[config.mk]
export PLATFORM = sky130hd
export DESIGN_NAME = and_gate
export DESIGN_NICKNAME = d
export VERILOG_FILES = /design/src/rtl/and_gate.sv
export SDC_FILE = /design/constraint.sdc
export NUM_CORES = 1
export LEC_CHECK = 0
export BUFFER_PORTS_ARGS = -buffer_cell sky130_fd_sc_hd__buf_4
export CAP_MARGIN = 20
export CORE_MARGIN = 5
export CORE_UTILIZATION = 40
export CTS_BUF_LIST = sky130_fd_sc_hd__clkbuf_8
export DETAILED_ROUTE_END_ITERATION = 7
export HOLD_SLACK_MARGIN = 0.03
export PLACE_DENSITY = 0.73
export SYNTH_ARGS = -nofsm -noshare
export SYNTH_HDL_FRONTEND = slang
export SYNTH_SLANG_ARGS = --single-unit
[constraint.sdc]
create_clock -name clk -period 1.8 [get_ports clk]
set_clock_uncertainty 0.15 [all_clocks]
set_input_delay 0.09 -clock clk [delete_from_list [all_inputs] [get_ports clk]]
set_output_delay 0.09 -clock clk [all_outputs]
set_load 0.005 [all_outputs]
[src/rtl/and_gate.sv]
// Three-input AND with a registered copy, registered edge pulses on that copy,
// and a saturating count of cycles the registered copy spends high.
module and_gate #(
    parameter int CNT_W = 16
) (
    input  logic             clk,
    input  logic             rst,
    input  logic             a,
    input  logic             b,
    input  logic             c,
    output logic             out,
    output logic             out_q,
    output logic             rise,
    output logic             fall,
    output logic [CNT_W-1:0] hi_cnt
);

    localparam logic [CNT_W-1:0] CNT_MAX = '1;

    logic prev_q_reg;

    // Built-in 4-state AND: a 0 dominates, Z behaves as X.
    assign out = a & b & c;

    // Conditions written as if/else so an X on out_q or prev_q_reg falls to the
    // else branch: no pulse and no count for transitions involving X.
    always_ff @(posedge clk or posedge rst) begin
        if (rst) begin
            out_q      <= 1'b0;
            prev_q_reg <= 1'b0;
            rise       <= 1'b0;
            fall       <= 1'b0;
            hi_cnt     <= '0;
        end else begin
            out_q      <= out;
            prev_q_reg <= out_q;

            if (out_q == 1'b1 && prev_q_reg == 1'b0)
                rise <= 1'b1;
            else
                rise <= 1'b0;

            if (out_q == 1'b0 && prev_q_reg == 1'b1)
                fall <= 1'b1;
            else
                fall <= 1'b0;

            if (out_q == 1'b1 && hi_cnt != CNT_MAX)
                hi_cnt <= hi_cnt + CNT_W'(1);
        end
    end

endmodule

==> results.sh, run 1 <==
export IMPL_core_um2=2210
export IMPL_drv_cap=0
export IMPL_cp_slowest_stage_delay_ps=380
export IMPL_wl_per_cell_um=13.8
export IMPL_multi_input_area_um2=409
export IMPL_syn_avg_cell_area_um2=11.9
export IMPL_hold_path_end="rise"
export IMPL_finalHoldViolations=0
export IMPL_regMostFlops="hi_cnt"
export IMPL_rsz0062_at_grt="no"
export IMPL_synthesis_nets=83
export IMPL_cp_slowest_cell="dfrtp_1"
export IMPL_grt_pass1_vias=781
export IMPL_cts_root_buf="clkbuf_8"
export IMPL_relSlewSlack_pct=50.9
export IMPL_synth_edf_count=0
export IMPL_htree_num_levels=1
export IMPL_chipHeight_um=57.9
export IMPL_fin_crit_ps=1730
export IMPL_met1_length_um=848
export IMPL_yosys_area_top_type="dfrtp_1"
export IMPL_power_total_uw=1170
export IMPL_hp_class="reg2reg"
export IMPL_cp_arrival_ps=1730
export IMPL_nFillCells=202
export IMPL_dp_slack_ps=82.9
export IMPL_yosysUniqueCellTypes=23
export IMPL_power_per_cell_area_nw_per_um2=916
export IMPL_r2r_setup_slack_ps=70
export IMPL_drive_gt1_share_pct=36.8
export IMPL_wl_met2_um=938
export IMPL_ys_seq_elements=20
export IMPL_rr_worst_depth=4
export IMPL_required_ps=1800
export IMPL_synthTopCellsByArea="dfrtp_1, xnor2_1, nand4_1"
export IMPL_synth_top_area_share_pct=54.5
export IMPL_rows=17
export IMPL_vdd_drop_max_uv=523
export IMPL_n_antenna_cell=0
export IMPL_setup_viol=0
export IMPL_synth_flop_cell="dfrtp_1"
export IMPL_period_share_pct=96.1
export IMPL_cp_end_kind="flip-flop"
export IMPL_yosysSeqAreaShare_pct=54.5
export IMPL_die_x_um=57.9
export IMPL_startpoint_type="flip-flop"
export IMPL_yosysWarningCount=0
export IMPL_numPortBuffers=24
export IMPL_drtPass1Iterations=4
export IMPL_p_leak_uw=0.000615
export IMPL_fmax_ghz=0.578
export IMPL_final_util_pct=57.9
export IMPL_remaining_drc_errors=0
export IMPL_crit_path_cell_trace="ha_2 -> and4_1 -> a41oi_4 -> mux2_4"
export IMPL_grt_antenna_before_repair=0
export IMPL_final_max_slew_viol_count=0
export IMPL_cts_tree="built"
export IMPL_cts_buffers=3
export IMPL_status="finished, final reports clean"
export IMPL_crit_family="flip-flops"
export IMPL_setup_worst_path_class="reg2reg"
export IMPL_seq_area_um2=500
export IMPL_finalSetupTns_ps=0
export IMPL_topRoutingLayerUsed="met4"
export IMPL_routed_wl_um=1960
export IMPL_grt_pass1_wl_um=3370
export IMPL_clkTransAtPathRegs_ps=70
export IMPL_reg2reg_from="hi_cnt[1]"
export IMPL_insertion_delay_ps=260
export IMPL_clkSinkCount=20
export IMPL_finalWorstSetupSlack_ps=69.5
export IMPL_drt_iter0_markers=12
export IMPL_wl_met3_um=133
export IMPL_initial_core_util_pct=41.5
export IMPL_syn_area_um2=918
export IMPL_worst_pin_slew_ps=736
export IMPL_grt_use_total_pct=13.1
export IMPL_r2r_end="hi_cnt[1]"
export IMPL_cts_buffer_depth=2
export IMPL_fp_dieArea_um2=3350
export IMPL_holdPathStages=1
export IMPL_via_count=744
export IMPL_grt_overflow=0
export IMPL_final_nets=121
export IMPL_synth_async_sr_flop_share_pct=100
export IMPL_synth_cells=77
export IMPL_area_growth_pct=39.5
export IMPL_min_from="prev_q_reg"
export IMPL_grt_max_degree=21
export IMPL_cp_max_fo=6
export IMPL_ant_nets=0
export IMPL_via_per_inst=5.24
export IMPL_io_pins=25
export IMPL_finalWeightedCongestion=0.792
export IMPL_largest_reg_flops=16
export IMPL_path_buf_inv=0
export IMPL_post_dp_hpwl_um=1480
-- area by class of cell --
type | count | area share, %
multi-input combinational | 52 | 31.9
tap | 28 | 2.73
inverter | 3 | 0.879
clock buffer | 4 | 4.30
timing repair buffer | 35 | 21.1
sequential | 20 | 39.1
-- cells in the final DEF (no fill, tap or decap), drive strengths merged --
cell and count:
xor2 2, a2111oi 1, ha 1, nand4 6, dlygate4sd3 3, a21oi 2
mux2i 1, dfrtp 20, nand2 4, mux2 1, and4 4, nand3 6
nor3 1, nor2b 1, clkbuf 4, a31oi 3, inv 3, o2111ai 1
and3 4, nor2 3, xnor2 9, a41oi 2, buf 32
-- cell families (layout without fill, tap and decap cells) --
logic type / Yosys count / in the layout / share of synthesized area (%)
xor+xnor: 11 / 11 / 10.5
flops: 20 / 20 / 54.5
mux: 2 / 2 / 2.32
simple gates: 29 / 29 / 18.5
fa+ha+maj: 1 / 1 / 1.36
buf+inv: 5 / 42 / 3.00
compound gates: 9 / 9 / 9.81
-- through the flow --
stage | cells | hold WS (ps) | instance area [µm²]
after floorplan | 77 | -96.2 | 942
after global placement | 135 | 107 | 1190
after detailed placement | 135 | 117 | 1190
after CTS | 142 | 263 | 1280
after global routing | 142 | 281 | 1280
final | 142 | 262 | 1280
-- where the power goes --
group | total (µW) | internal, µW | leakage, µW | switching, µW
logic | 272 | 164 | 0.000316 | 107
registers | 570 | 504 | 0.000270 | 65.9
clock network | 332 | 195 | 0.0000288 | 138
-- routing by layer --
| metal | GRT usage (%) | vias to the layer above |
|---|---|---|
| li1 | - | 355 |
| met1 | 15.5 | 362 |
| met2 | 22.1 | 22 |
| met3 | 2.67 | 5 |
| met4 | 6.95 | 0 |
| met5 | 0 | - |
-- worst max-delay path by stage --
stage	from	depth (start not counted)	slack, ps	end
4_1_cts	hi_cnt[0]	4	70	hi_cnt[1]
3_5_place_dp	hi_cnt[1]	4	80	hi_cnt[1]
6_report	hi_cnt[1]	4	70	hi_cnt[1]
5_1_grt	hi_cnt[0]	4	9	hi_cnt[1]
3_3_place_gp	hi_cnt[11]	4	100	hi_cnt[10]
2_1_floorplan	hi_cnt[1]	5	3	hi_cnt[1]
-- cell usage after synthesis, types with 2 or more instances --
master	n
a21oi_1	2
a31oi_1	3
and3_1	4
and4_1	4
dfrtp_1	20
inv_1	3
nand2_1	4
nand3_1	6
nand4_1	6
nor2_1	3
xnor2_1	9
xor2_1	2
-- repair_timing --
item,CTS,global route
setup buffers,0,0
endpoints found under the setup margin,0,1
hold buffers,3,0
resized for setup,0,1
endpoints found under the hold margin,21,0
(Power assumes the default switching activity.)
==> run 2, diff against run 1 <==
Settings changed: ABC_AREA set to 1, CTS_BUF_LIST sky130_fd_sc_hd__clkbuf_8 to sky130_fd_sc_hd__clkbuf_4 sky130_fd_sc_hd__clkbuf_8 sky130_fd_sc_hd__clkbuf_16, PLACE_DENSITY 0.73 to 0.71.
==> results.sh, run 2 <==
export IMPL_setup_viol=0
export IMPL_vdd_drop_max_uv=561
export IMPL_drv_cap=0
export IMPL_rsz0062_at_grt="no"
export IMPL_finalHoldViolations=0
export IMPL_relSlewSlack_pct=48.6
export IMPL_wl_per_cell_um=13.1
export IMPL_cts_root_buf="clkbuf_4"
export IMPL_htree_num_levels=1
export IMPL_status="finished, final reports clean"
export IMPL_regMostFlops="hi_cnt"
export IMPL_grt_overflow=0
export IMPL_largest_reg_flops=16
export IMPL_startpoint_type="flip-flop"
export IMPL_p_leak_uw=0.000742
export IMPL_cp_max_fo=13
export IMPL_yosysSeqAreaShare_pct=43.6
export IMPL_ys_seq_elements=20
export IMPL_synth_cells=159
export IMPL_crit_family="simple AND/OR/NAND/NOR gates"
export IMPL_cp_slowest_cell="dfrtp_1"
export IMPL_cts_tree="built"
export IMPL_drtPass1Iterations=4
export IMPL_via_per_inst=5.09
export IMPL_area_growth_pct=27.9
export IMPL_finalSetupTns_ps=0
export IMPL_clkTransAtPathRegs_ps=120
export IMPL_required_ps=1850
export IMPL_n_antenna_cell=0
export IMPL_via_count=1135
export IMPL_hp_class="reg2reg"
export IMPL_grt_use_total_pct=15.0
export IMPL_stdcell_area_um2=1470
export IMPL_worst_pin_slew_ps=770
export IMPL_period_share_pct=93.9
export IMPL_synth_async_sr_flop_share_pct=100
export IMPL_synth_commonest_cells="nand2_1, dfrtp_1, nor2_1"
export IMPL_ant_nets=0
export IMPL_syn_area_um2=1150
export IMPL_yosysWarningCount=0
export IMPL_final_nets=199
export IMPL_path_buf_inv=1
export IMPL_cp_slowest_stage_delay_ps=430
export IMPL_crit_path_cell_trace="ha_2 -> nand3_2 -> inv_2 -> nand2_2 -> nor2_2 -> nor2_4 -> nand2_1 -> nand2_1"
export IMPL_cts_buffers=3
export IMPL_synthesis_nets=165
export IMPL_drt_iter0_markers=35
export IMPL_setup_worst_path_class="reg2reg"
export IMPL_grt_pass1_vias=1147
export IMPL_cp_end_kind="flip-flop"
export IMPL_grt_max_degree=21
export IMPL_crit_top_cell="nand2_1"
export IMPL_fin_crit_ps=1690
export IMPL_synth_top_area_share_pct=43.6
export IMPL_finalWeightedCongestion=0.862
export IMPL_clkSinkCount=20
export IMPL_drive_gt1_share_pct=22.9
export IMPL_cp_arrival_ps=1740
export IMPL_synthTopCellsByArea="dfrtp_1, nand2_1, nor2_1"
export IMPL_numPortBuffers=24
export IMPL_final_common_cell="nand2_1"
export IMPL_post_dp_cell_area_um2=1360
export IMPL_syn_avg_cell_area_um2=7.22
export IMPL_cts_buffer_depth=2
export IMPL_fp_dieArea_um2=4040
export IMPL_remaining_drc_errors=0
export IMPL_routed_wl_um=2920
export IMPL_yosys_area_top_type="dfrtp_1"
export IMPL_grt_antenna_before_repair=0
export IMPL_chipHeight_um=63.6
export IMPL_power_per_cell_area_nw_per_um2=706
export IMPL_synth_edf_count=0
export IMPL_insertion_delay_ps=310
export IMPL_rows=19
export IMPL_grt_pass1_wl_um=4980
export IMPL_io_pins=25
export IMPL_final_cell_mix="nand2_1, buf_4, dfrtp_1"
export IMPL_core_um2=2760
export IMPL_synth_flop_cell="dfrtp_1"
export IMPL_post_dp_hpwl_um=2010
export IMPL_yosysMostFrequentCell="nand2_1"
export IMPL_initial_core_util_pct=41.6
export IMPL_die_x_um=63.6
export IMPL_yosysUniqueCellTypes=18
export IMPL_fmax_ghz=0.592
export IMPL_final_max_slew_viol_count=0
==> run 2: cell types whose count changed after synthesis, moves of 4 or more <==
cell     previous run  this run
inv_1               3        11
nand2_1             4        73
and4_1              4         0
xnor2_1             9         4
nor2_1              3        17
nor2_2              0         4
==> run 2: through the flow <==
stage | cells | hold WS [ps] | power (µW) | utilization, % | setup WS (ps)
2_1_floorplan | 159 | -96.2 | 649 | - | 193
3_5_place_dp | 214 | 129 | 749 | 49.3 | -30.0
6_report | 223 | 291 | 1040 | 53.2 | 110
4_1_cts | 221 | 292 | 1020 | 51.9 | 58.1
3_3_place_gp | 214 | 113 | 741 | 49.3 | 76.5
5_1_grt | 223 | 334 | 1100 | 53.2 | 8.12
==> run 2: logic make-up (layout without fill, tap and decap cells) <==
group	count (synthesis)	after routing	share of synthesized area (%)
adder cells (fa/ha/maj)	1	1	1.09
buffers and inverters	14	46	5.89
flip-flops	20	20	43.6
XOR/XNOR	6	6	4.58
AND/OR/NAND/NOR	118	119	44.8
==> run 2: timing repair <==
action | CTS | global route
gates resized for setup | 1 | 5
endpoints found under the setup margin | 13 | 13
setup buffers | 0 | 1
gates cloned | 0 | 1
hold buffers | 3 | 0
endpoints found under the hold margin | 21 | 0
pin swaps | 0 | 1
==> run 2: area by class of cell <==
type | count | area, µm²
Tap cell | 31 | 38.8
Fill cell | 271 | 1290
Inverter | 12 | 45.0
Sequential cell | 20 | 500
Timing Repair Buffer | 30 | 233
Multi-Input combinational cell | 126 | 614
Clock buffer | 4 | 36.3
==> run 2: layer usage <==
layer  global-route usage (%)  wire length [µm]
met1                     18.2              1230
met2                     26.9              1510
met3                     2.84               158
met4                     3.38                22
met5                        0                 0
==> run 2: path summary, 6_finish.rpt <==
| kind | start | endpoint | slack (ps) | cells past startpoint |
|---|---|---|---|---|
| worst max-delay path | hi_cnt[1] | hi_cnt[13] | 110 | 8 |
| worst min-delay path | prev_q_reg | rise | 290 | 1 |
| worst max register to register | hi_cnt[1] | hi_cnt[13] | 110 | 8 |
| worst min register to register | prev_q_reg | rise | 290 | 1 |
| max in group asynchronous | rst | hi_cnt[6] | 690 | 3 |
| min in group asynchronous | rst | hi_cnt[0] | 320 | 3 |
==> run 2: where the power goes <==
part	leakage, µW	switching, µW	internal [µW]	total (µW)
Combinational	0.000448	102	119	221
Sequential	0.000273	59.3	487	547
Clock	0.0000210	145	124	268
